===== config.mk =====
export PLATFORM = sky130hd
export DESIGN_NAME = mem_port_arbiter
export DESIGN_NICKNAME = d
export VERILOG_FILES = /design/src/rtl/riscv_pl_pkg.sv /design/src/rtl/arb_timeout_cnt.sv /design/src/rtl/mem_port_arbiter.sv
export SDC_FILE = /design/constraint.sdc
export NUM_CORES = 1
export LEC_CHECK = 0
export CAP_MARGIN = 10
export CORE_MARGIN = 2
export CORE_UTILIZATION = 42
export DETAILED_ROUTE_END_ITERATION = 16
export MAX_ROUTING_LAYER = met4
export PLACE_DENSITY_LB_ADDON = 0.08
export SYNTH_ARGS = -nofsm -noshare
export SYNTH_HDL_FRONTEND = slang
export SYNTH_SLANG_ARGS = --single-unit

===== constraint.sdc =====
create_clock -name clk -period 5.3 [get_ports clk]
set_input_delay 1.06 -clock clk [delete_from_list [all_inputs] [get_ports clk]]
set_output_delay 1.06 -clock clk [all_outputs]
set_load 0.03 [all_outputs]

===== src/rtl/riscv_pl_pkg.sv =====
// +-----------------------------------------------------------------------------+
// | riscv_pl_pkg : shared types and constants for the memory port arbiter        |
// | Revision     : 1.0                                                           |
// +-----------------------------------------------------------------------------+
`default_nettype none

package riscv_pl_pkg;

  typedef enum logic [1:0] {
    IDLE   = 2'd0,
    BUSY_D = 2'd1,
    BUSY_I = 2'd2
  } arb_state_t;

  localparam logic GRANT_I = 1'b0;
  localparam logic GRANT_D = 1'b1;

  localparam logic [31:0] ABORT_DATA = 32'hDEAD_BEEF;

  // A lone eligible requester always wins; on a tie the one not served last wins.
  function automatic logic pick_grant(input logic fetch_ok, input logic data_ok,
                                      input logic last);
    if (fetch_ok && data_ok) begin
      return (last == GRANT_I) ? GRANT_D : GRANT_I;
    end else if (data_ok) begin
      return GRANT_D;
    end else begin
      return GRANT_I;
    end
  endfunction

endpackage

`default_nettype wire


===== src/rtl/arb_timeout_cnt.sv =====
// +-----------------------------------------------------------------------------+
// | arb_timeout_cnt : 8-bit busy-cycle counter flagging a stalled transaction    |
// | Revision        : 1.0                                                        |
// +-----------------------------------------------------------------------------+
`default_nettype none

module arb_timeout_cnt #(
  parameter int unsigned TIMEOUT_CYCLES = 255
) (
  input  logic clk,
  input  logic rst,
  input  logic clear,
  input  logic run,
  output logic expired
);

  localparam logic [7:0] LAST_COUNT = 8'(TIMEOUT_CYCLES - 1);

  logic [7:0] count;

  always_ff @(posedge clk or posedge rst) begin
    if (rst) begin
      count <= 8'd0;
    end else if (clear) begin
      count <= 8'd0;
    end else if (run) begin
      count <= count + 8'd1;
    end
  end

  // Fires during the busy cycle whose increment would reach the limit.
  assign expired = run && (count == LAST_COUNT);

endmodule

`default_nettype wire


===== src/rtl/mem_port_arbiter.sv =====
// +-----------------------------------------------------------------------------+
// | mem_port_arbiter : fetch/data arbiter onto one shared memory port            |
// | Optional feature : ARB_TIMEOUT_EN (busy timeout with abort data and err)     |
// | Revision         : 1.0                                                       |
// +-----------------------------------------------------------------------------+
`default_nettype none

module mem_port_arbiter
  import riscv_pl_pkg::*;
#(
  parameter int unsigned TIMEOUT_CYCLES = 255
) (
  input  logic        clk,
  input  logic        rst,
  input  logic        if_req,
  input  logic [31:0] if_addr,
  output logic [31:0] if_rdata,
  output logic        if_ready,
  input  logic        d_req,
  input  logic        d_we,
  input  logic [31:0] d_addr,
  input  logic [31:0] d_wdata,
  output logic [31:0] d_rdata,
  output logic        d_ready,
  output logic        mem_req,
  output logic        mem_we,
  output logic [31:0] mem_addr,
  output logic [31:0] mem_wdata,
  input  logic [31:0] mem_rdata,
  input  logic        mem_ack,
  output logic        pl_stall,
  output logic        err
);

  arb_state_t state;
  logic       last_grant;
  logic       timeout;

  // A requester in its completion cycle is not eligible, so it is never re-served.
  wire fetch_ok = if_req & ~if_ready;
  wire data_ok  = d_req & ~d_ready;
  wire grant    = pick_grant(fetch_ok, data_ok, last_grant);

  assign pl_stall = (if_req & ~if_ready) | (d_req & ~d_ready);

`ifdef ARB_TIMEOUT_EN
  arb_timeout_cnt #(
    .TIMEOUT_CYCLES(TIMEOUT_CYCLES)
  ) u_timeout (
    .clk    (clk),
    .rst    (rst),
    .clear  (state == IDLE),
    .run    ((state != IDLE) && !mem_ack),
    .expired(timeout)
  );

  always_ff @(posedge clk or posedge rst) begin
    if (rst) begin
      err <= 1'b0;
    end else if (timeout) begin
      err <= 1'b1;
    end
  end
`else
  wire [7:0] unused_timeout_cfg = 8'(TIMEOUT_CYCLES);
  assign timeout = 1'b0;
  assign err     = 1'b0;
`endif

  always_ff @(posedge clk or posedge rst) begin
    if (rst) begin
      state      <= IDLE;
      last_grant <= GRANT_I;
      mem_req    <= 1'b0;
      mem_we     <= 1'b0;
      mem_addr   <= 32'd0;
      mem_wdata  <= 32'd0;
      if_ready   <= 1'b0;
      d_ready    <= 1'b0;
      if_rdata   <= 32'd0;
      d_rdata    <= 32'd0;
    end else begin
      if_ready <= 1'b0;
      d_ready  <= 1'b0;
      case (state)
        IDLE: begin
          if (fetch_ok || data_ok) begin
            mem_req <= 1'b1;
            if (grant == GRANT_D) begin
              state     <= BUSY_D;
              mem_we    <= d_we;
              mem_addr  <= d_addr;
              mem_wdata <= d_wdata;
            end else begin
              state     <= BUSY_I;
              mem_we    <= 1'b0;
              mem_addr  <= if_addr;
              mem_wdata <= 32'd0;
            end
          end
        end
        BUSY_D: begin
          if (mem_ack) begin
            state      <= IDLE;
            mem_req    <= 1'b0;
            d_ready    <= 1'b1;
            d_rdata    <= mem_we ? 32'd0 : mem_rdata;
            last_grant <= GRANT_D;
          end else if (timeout) begin
            state      <= IDLE;
            mem_req    <= 1'b0;
            d_ready    <= 1'b1;
            d_rdata    <= ABORT_DATA;
            last_grant <= GRANT_D;
          end
        end
        BUSY_I: begin
          if (mem_ack) begin
            state      <= IDLE;
            mem_req    <= 1'b0;
            if_ready   <= 1'b1;
            if_rdata   <= mem_rdata;
            last_grant <= GRANT_I;
          end else if (timeout) begin
            state      <= IDLE;
            mem_req    <= 1'b0;
            if_ready   <= 1'b1;
            if_rdata   <= ABORT_DATA;
            last_grant <= GRANT_I;
          end
        end
        default: begin
          state   <= IDLE;
          mem_req <= 1'b0;
        end
      endcase
    end
  end

endmodule

`default_nettype wire

== Word level (Yosys, flattened, before mapping) ==
Cells that the tools add are included.

* Flip-flop bits (word level): 135
* Logic and storage cells: 50

* Eq/ne operators: 6
* Multiplexer cells: 19
* Bitwise gates (word level): 5
* Reductions and logical operators: 10

{| class="wikitable"
|+ Operators by type and width
! kind !! number
|-
| $mux 32 || 3
|-
| $mux 1 || 10
|-
| $reduce_and 2->1 || 4
|-
| $mux 2 || 3
|-
| $ne 2x2->1 const B || 3
|-
| $pmux 1 s2 || 2
|-
| $pmux 2 s2 || 1
|-
| $reduce_and 3->1 || 1
|-
| $and 1x1->1 || 2
|-
| $eq 2x1->1 const B || 1
|-
| $eq 2x2->1 const B || 1
|-
| $logic_not 2->1 || 1
|-
| $ne 2x1->1 const B || 1
|-
| $not 1->1 || 2
|-
| $reduce_bool 2->1 || 1
|-
| $reduce_or 2->1 || 1
|-
| $logic_and 1x1->1 || 1
|-
| $logic_or 1x1->1 || 1
|-
| $or 1x1->1 || 1
|}

== Logic depth before layout (Yosys ltp) ==
* Word-level depth: 7
* Gate-level depth with buffers: 7
* Depth with buffers taken out: 5

== Worst setup path before layout ==
OpenSTA, ideal clock, no wires.

* Kind: input to output
* Start: input port if_req
* End: output port pl_stall
* Arrival: 1.787 ns
* Path slack: 2.453 ns
* Stages: 4
* Buffers on the path: 2
* Path through: nand2b_1 -> buf_2 -> clkbuf_1 -> nand2_1

* Word-level cells in the longest chain between the ends: 2

{| class="wikitable"
|+ Ends and longest elaborated chain
! element !! RTL line !! RTL
|-
| start: declaration || mem_port_arbiter.sv:15 || <nowiki>input logic if_req,</nowiki>
|-
| $and 1x1->1 || mem_port_arbiter.sv:44 || <nowiki>assign pl_stall = (if_req & ~if_ready) | (d_req & ~d_ready);</nowiki>
|-
| $or 1x1->1 || mem_port_arbiter.sv:44 ||
|-
| end: declaration || mem_port_arbiter.sv:31 || <nowiki>output logic pl_stall,</nowiki>
|}

No other way between the ends.

== Worst setup path in the final report ==
* Start: input port d_req
* End: output port pl_stall

* Word-level cells in the longest chain between the ends: 2

{| class="wikitable"
|+ Ends and longest elaborated chain
! element !! RTL line !! RTL
|-
| start: declaration || mem_port_arbiter.sv:19 || <nowiki>input logic d_req,</nowiki>
|-
| $and 1x1->1 || mem_port_arbiter.sv:44 ||
|-
| $or 1x1->1 || mem_port_arbiter.sv:44 ||
|}

No other way between the ends.

==> qor.csv <==
stage,metric,value,unit
outcome,status,completed,
detailed_routing,DRT Pass-1 Iters,6,
detailed_routing,vias per std cell,5.33,
floorplan,Rows,43,
critical_path,"Req. time, crit path",4.24,ns
finish,"most common cell after layout, fill and taps aside",clkdlybuf4s50_1,
synth,sequential fraction of the synthesis area,0.560,
synth,Post-synth ARST share,1.00,
synth,Post-synth EDFFs,0,
clock_tree,clk_lat worst skew,0.41,ns
critical_path,"most used cell, CP",clkdlybuf4s50_1,
clock_tree,CTS sink count,135,
critical_path,CP max stage cell,clkdlybuf4s50_1,
critical_path,CP cell instances,"clkdlybuf4s50_1, buf_4, nand2b_2, nand2_1, clkdlybuf4s50_1",
synth,synth warn,0,
critical_path,Setup CP Type,input pin to primary output,
synth,Yosys cell types,29,
critical_path,Crit path depth,5,
detailed_routing,violation count after the first detailed-route iteration,381,
finish,proportion of layout cells with a drive suffix above 1,0.0910,
critical_path,startpoint types,input pin,
placed_design,DP Area,8720,µm²
synth,syn_area_per_cell,11.3,µm²
sta,fin crit share,0.698,
synth,syn nets,672,
placed_design,DPL Wire Length,11.9,mm
synth,"Top FF cell, synth",dfrtp_1,
floorplan,Initial Utilization,0.433,
finish,ant diodes,0,
clock_tree,clock buffer depth,2,
synth,Synth Cell Area,6030,µm²
power,Power Dens Cells,643,nW/µm²
finish,Area growth syn-to-layout,54.3,%
sta,Fmax achieved,270,MHz
sta,Clock Skew,0.00420,ns
finish,most frequent cells in the layout,"clkdlybuf4s50_1 (266), dfrtp_1 (135), o21ai_0 (62)",
min_path,cell depth of the worst hold path,2,
floorplan,full die area,15300,µm²
clock_tree,total clock buffers created by CTS,17,
sta,Slew Limit Fails,0,
critical_path,CP endpoint kind,primary output,
global_route,GRT Residual Overflow,0,
sta,Relative slew margins,0.339,
detailed_routing,WL/cell,18.2,µm
floorplan,core area,13900,µm²
sta,Worst-Margin Slew,0.987,ns
critical_path,R2R cell count,5,
critical_path,"delay-heaviest family, CP",buffers and inverters,
sta,final setup fails,0,
critical_path,buffers and inverters on the worst path,3,
clock_tree,clock root cell,clkbuf_16,
finish,design area,9310,µm²
global_route,first-pass GRT wire length,27.2,mm
detailed_routing,final wirelength,17.7,mm
finish,Final #Nets,915,
clock_tree,# H-tree levels,4,
critical_path,worst reg2reg startpoint,d_ready$_DFF_PP0_,
clock_tree,CTS resizes,0,
min_path,Hold Path Sink,d_rdata[8]$_DFFE_PP0P_,
detailed_routing,Remaining DRCs,0,
global_route,number of global-route vias before repair,5331,
power,worst vdd ir,0.369,mV
floorplan,Die X,124,µm
sta,setup TNS,0,ns
clock_tree,CTS Hold Buffers Added,0,
critical_path,Reg2Reg Capture Point,mem_wdata[23]$_DFFE_PP0P_,
placed_design,gpl congestion,0.747,
global_route,GRT Util Overall,0.239,
flow_run,max-cap violations,0,
synth,#FFs+latches synth,135,
power,static leakage,4.12,nW
detailed_routing,via count,5179,
clock_tree,clock transition at the registers of the reported paths,0.05,ns
critical_path,crit path max fanout,33,
floorplan,I/O pin total,268,
sta,Final min period,3.70,ns
synth,Cells after Synth,535,
sta,RSZ-0062 raised after global routing,no,
min_path,worst hold path class,register to register,
global_route,largest net degree at the start of global routing,76,
critical_path,flop2flop setup slack,2.53,ns
placed_design,IO buf count,266,
clock_tree,# Post-CTS Setup Buffers,0,
finish,final-layout fill cell count,1107,
detailed_routing,Routed Antenna Nets,0,
min_path,hold_sp,d_rdata[8]$_DFFE_PP0P_,
global_route,initial antenna violation count,0,
floorplan,die height,124,µm
sta,"Hold Vio Cnt, Final",0,
clock_tree,CTS tree,yes,
critical_path,"Arr. time, crit path",2.64,ns
critical_path,CP max stage delay,0.66,ns
how the worst max path moves through the flow:
stage | from | end | slack (ns)
after detailed placement | d_req | state[1]$_DFFE_PP0P_ | 1.46
after floorplan | rst | d_rdata[0]$_DFFE_PP0P_ | 0.63
final | d_req | pl_stall | 1.60
after CTS | d_req | pl_stall | 1.61
after global placement | d_req | mem_addr[26]$_DFFE_PP0P_ | 1.53
after global routing | d_req | pl_stall | 1.51
power breakdown:
| group | total, mW | leakage [nW] | internal (mW) | switching (mW) |
|---|---|---|---|---|
| combinational | 3.14 | 2.21 | 1.37 | 1.77 |
| clock | 1.05 | 0.259 | 0.646 | 0.403 |
| sequential | 1.80 | 1.65 | 1.51 | 0.295 |
state kept, by name (all words and copies together) (netlist names):
signal / cells
if_ready: 1
d_rdata: 32
state: 2
if_rdata: 32
mem_we: 1
mem_wdata: 32
d_ready: 1
mem_req: 1
mem_addr: 32
last_grant: 1
worst min-delay path, cell delays in order, from the launching register on:
cell	delay, ns
dfrtp_1	0.34
nand2_1	0.04
o21ai_0	0.06
Yosys cell counts (2+ instances only):
master    count  area (µm²)
dfrtp_1     135        3380
o21ai_0      62         310
inv_1        37         139
nand2_1      35         131
clkbuf_1     34         128
nand2b_1     34         213
a22o_1       33         289
and3b_1      33         289
a221oi_1     32         280
a22oi_1      32         240
mux2_2       32         360
buf_2        10        50.1
buf_6         6        67.6
ha_1          3        37.5
buf_4         2        15.0
o21ai_1       2        10.0
stage by stage:
step | util | std cells | worst slack, ns | power (mW) | hold slack [ns]
6_report | 0.668 | 971 | 1.60 | 5.99 | 0.479
5_1_grt | 0.668 | 971 | 1.51 | 6.33 | 0.507
4_1_cts | 0.664 | 968 | 1.61 | 6.00 | 0.482
3_5_place_dp | 0.626 | 936 | 1.46 | 4.92 | 0.470
3_3_place_gp | 0.626 | 936 | 1.53 | 4.86 | 0.463
2_1_floorplan | - | 535 | 0.629 | 3.66 | 0.479
cell type report:
class / instances / area (µm²) / area share
clock inverter: 3 / 15.0 / 0.00161
clock buffer: 29 / 510 / 0.0548
inverter: 38 / 145 / 0.0156
tap: 180 / 225 / 0.0242
sequential: 135 / 3380 / 0.363
timing repair buffer: 276 / 2780 / 0.298
multi-input combinational: 310 / 2260 / 0.242
layer usage:
| layer | up-vias | global-route usage | share of wire |
|---|---|---|---|
| met4 | 0 | 0.0987 | 0.024 |
| li1 | 2400 | - | - |
| met2 | 249 | 0.366 | 0.47 |
| met3 | 30 | 0.0650 | 0.089 |
| met5 | - | - | 0 |
| met1 | 2500 | 0.301 | 0.41 |
logic make-up (layout without fill, tap and decap cells):
logic type / after synthesis / in the layout / share of synthesized area
AOI/OAI and AO/OA: 168 / 168 / 0.196
buffers and inverters: 90 / 346 / 0.0668
other: 1 / 1 / 0.000622
adders and majority gates: 3 / 3 / 0.00622
DFF: 135 / 135 / 0.560
and+or+nand+nor: 106 / 106 / 0.111
muxes: 32 / 32 / 0.0597
Note: power is estimated with default switching activity, not from simulation.
==> RTL change 1, RTL diff (config.mk and constraints unchanged) <==
Re-encode `arb_state_t` (3 states) as one-hot, 3 bits wide.
--- a/src/rtl/riscv_pl_pkg.sv
+++ b/src/rtl/riscv_pl_pkg.sv
@@ -8,6 +8,6 @@
 
-  typedef enum logic [1:0] {
-    IDLE   = 2'd0,
-    BUSY_D = 2'd1,
-    BUSY_I = 2'd2
+  typedef enum logic [2:0] {
+    IDLE   = 3'b001,
+    BUSY_D = 3'b010,
+    BUSY_I = 3'b100
   } arb_state_t;
Check against the original RTL: same outputs for any inputs over 4 cycles, from zero or initial values and one cycle with rst high; so few cycles prove little.
==> RTL change 1 against the unedited design <==
Cell area is 4.7% lower; first-iteration DRC count is 28% lower; sequential cell count is 1 higher; worst setup slack better by 0.072 ns; synthesized area is 9.5% lower; routed wire length is 10% lower; synthesized cell count is 7.5% lower; core utilization is 3.2 points higher; power is 1.5% higher; largest cell class unchanged; highest routed layer unchanged.
==> RTL change 1: results <==
[routing]
first_iter_violations = 274
wl_per_cell_um = 16.9
viasPerCell = 5.00

[clock_network]
post_cts_buffers = 0
clockBufferDepth = 2
cts_buffers = 17
clock_latency_ns = 0.41
path_clk_slew_ns = 0.06
htree_levels = 4
cts_root_buffer = clkbuf_16

[worst_hold_path]
hold_class = flop to flop

[cells_and_area]
n_antenna_cell = 0
finalNetCount = 886
drive_gt1_share_pct = 9.80
stdcell_count = 937
fillCellCount = 914

[global_route]
grt_pass1_wl_um = 25200
grt_pass1_vias = 4805
grtUsageTotal_pct = 23.7
grt_max_degree = 116
antenna_found_initial = 0

[power]
powerComb_mw = 3.04
p_leak_nw = 3.82
switching_share_pct = 40.7
clkPwrFrac_pct = 19.5
irDropWorstVdd_mv = 0.401

[synthesis]
yosys-top-cells-area = dfrtp_1 (62%), nand2_1 (7.1%), mux2_2 (6.6%)
ys_types = 23
synthFlopType = dfrtp_1
yosys_warnings = 0
synth_compound_area_share_pct = 13.0
synth.net_count = 629
synthTopCellsByCount = dfrtp_1 (135), nand2_1 (103), nand2b_1 (35)
ys_seq_area_share_pct = 62.4
synth_cells = 495
synth-adder-area-share_pct = 0
synth_mux_area_share_pct = 6.60

[setup_path]
slowest_stage = clkdlybuf4s50_1
path_delay_family = buffers and inverters
worstPathArrival_ns = 2.57
cp_max_fo = 5
cpPeakStageDelay_ns = 0.74

[timing]
worstMarginPinSlew_ns = 1.19
skew_ns = 0.00634

[run_status]
status = finished, final reports clean

[place]
gp_routability_congestion = 0.852
dp_hpwl_um = 11100
dp.cells = 903
RTL change 1: final timing paths:
kind	slack, ns	from	to	cells past startpoint
min in group asynchronous	1.18	rst	mem_wdata[11]$_DFFE_PP0P_	2
min reg2reg	0.47	d_rdata[9]$_DFFE_PP0P_	d_rdata[9]$_DFFE_PP0P_	2
max	1.67	if_req	pl_stall	4
max in group asynchronous	3.03	rst	state[0]$_DFFE_PP1P_	3
min	0.47	d_rdata[9]$_DFFE_PP0P_	d_rdata[9]$_DFFE_PP0P_	2
max reg2reg	2.85	state[0]$_DFFE_PP1P_	mem_addr[24]$_DFFE_PP0P_	5
RTL change 1: kinds of logic after synthesis:
kind of cell | Yosys count
DFF | 136
and+or+nand+nor | 183
muxes | 32
other | 1
AOI/OAI and AO/OA | 105
buffers and inverters | 38
RTL change 1: final cells by class:
cell class,count,area [sq um],share of cell area (%)
clock inverters,13,154,1.73
flip-flops and latches,136,3400,38.4
well taps,172,215,2.43
repair buffers,272,2740,30.8
inverters,4,20.0,0.226
multi-input cells,321,1900,21.4
clock buffers,19,443,4.99
RTL change 1: per-layer routing:
layer  track usage, %  vias to the layer above  share of wire (%)  wire length (um)
met5                -                        -                  0                 0
met4             8.36                        0                2.1               329
met3             8.38                       27                7.3              1150
li1                 -                     2208                  -                 -
met1             27.6                     2254                 41              6430
met2             38.2                      196                 50              7960
RTL change 1: per-stage QoR:
| stage | setup WS [ns] | instance area, sq um | power [mW] |
|---|---|---|---|
| finish | 1.67 | 8870 | 6.07 |
| global route | 1.61 | 8870 | 6.39 |
| CTS | 1.68 | 8830 | 6.11 |
| detailed placement | 1.68 | 8230 | 4.90 |
| global placement | 1.69 | 8230 | 4.82 |
| floorplan | 0.602 | 5460 | 3.57 |
==> RTL change 2, RTL diff (same flow settings) <==
Made on the original files. Add a define of `ARB_TIMEOUT_EN`.
--- a/src/rtl/mem_port_arbiter.sv
+++ b/src/rtl/mem_port_arbiter.sv
@@ -6,2 +6,4 @@
 `default_nettype none
+
+`define ARB_TIMEOUT_EN
 
Formal check against the unedited RTL: same outputs for any inputs over 4 cycles, from zero or initial values and one cycle with rst high; that may be too few to reach the edited logic, so the function may still have changed.
==> RTL change 2 against the unedited design <==
Worst setup slack improved by 0.16 ns; largest power group unchanged; first-iteration DRC count fell by 12%; synthesized area is essentially flat; highest routed layer unchanged; via count is 2.4% higher; clock skew is 0.0030 ns higher; routed wire length increased by 3.2%; cell area rose by 2.1%; count of clock-buffer cells in the layout shrank 9; power is 8.4% higher; sequential power grew 4%; sequential cell count is 9 higher.
==> RTL change 2: results <==
[global_route]
grt_max_degree = 74
grt_pass1_vias = 5340
grt_pass1_wl_um = 27600
grtUsageTotal_pct = 24.5

[cells_and_area]
finalNetCount = 964
fillCellCount = 1071

[timing]
worstMarginPinSlew_ns = 1.09
skew_ns = 0.00722
holdWs_ns = 0.499

[routing]
drt_pass1_iterations = 4
wl_per_cell_um = 17.9
route.met3.wl_um = 1190
met1Wirelength_um = 7590
first_iter_violations = 334
dr_wl_met2_um = 9100
viasPerCell = 5.21

[setup_path]
cp_max_fo = 3
r2r_cells = 7
reg2reg_from = state[1]$_DFFE_PP0P_
r2r-end = mem_wdata[2]$_DFFE_PP0P_

[synthesis]
ys_seq_area_share_pct = 59.7
ys_types = 36
synth.net_count = 708
synth_cells = 569

[power]
internal-power_mw = 3.87
switching_share_pct = 40.4

[place]
dp_hpwl_um = 12600
pre_cts_ws_ns = 1.79
dp.cells = 986
placed_area_sq_um = 8830

[worst_hold_path]
hold_path_depth = 1

[run_status]
status = finished, final reports clean
==> RTL change 2: cell types whose count changed after synthesis, sizes merged, moves of 9 or more <==
cell / change
o21ai: -59
mux2: -32
and3b: -33
nand2: +12
nor2: +90
inv: -31
a221oi: -32
a22o: +9
nand3: +19
dfrtp: +9
clkbuf: -15
a21oi: +91
a22oi: -32
a2bb2oi: +25
==> RTL change 2: cell families after synthesis <==
group,share of synthesized area (%)
xor+xnor,0.871
buf+inv,3.98
fa+ha+maj,1.04
compound gates,18.9
flops,59.7
simple gates,15.5
==> RTL change 2: critical path, stage by stage <==
cell	delay [ns]
clkdlybuf4s50_1	0.47
nand2b_1	0.13
nand2_1	0.11
clkdlybuf4s50_1	0.70
==> RTL change 2: worst max-delay path by stage <==
stage           start                     end  slack (ns)  cells after the start
2_1_floorplan     rst  d_rdata[0]$_DFFE_PP0P_        0.37                      1
3_3_place_gp   if_req                pl_stall        1.77                      4
3_5_place_dp   if_req                pl_stall        1.79                      4
4_1_cts        if_req                pl_stall        1.77                      4
5_1_grt        if_req                pl_stall        1.73                      4
6_report       if_req                pl_stall        1.76                      4
==> RTL change 2: layout make-up <==
type / instances / area, sq um / area share (%)
Tap cell: 180 / 225 / 2.37
Clock inverter: 11 / 209 / 2.20
Clock buffer: 20 / 467 / 4.91
Multi-Input combinational cell: 378 / 2220 / 23.3
Sequential cell: 144 / 3600 / 37.9
Inverter: 7 / 36.3 / 0.382
Timing Repair Buffer: 277 / 2750 / 28.9
==> RTL change 2: metal layers <==
metal,GRT usage (%),vias up
met3,6.73,26
li1,-,2479
met5,-,-
met1,29.8,2618
met4,9.23,0
met2,39.1,179
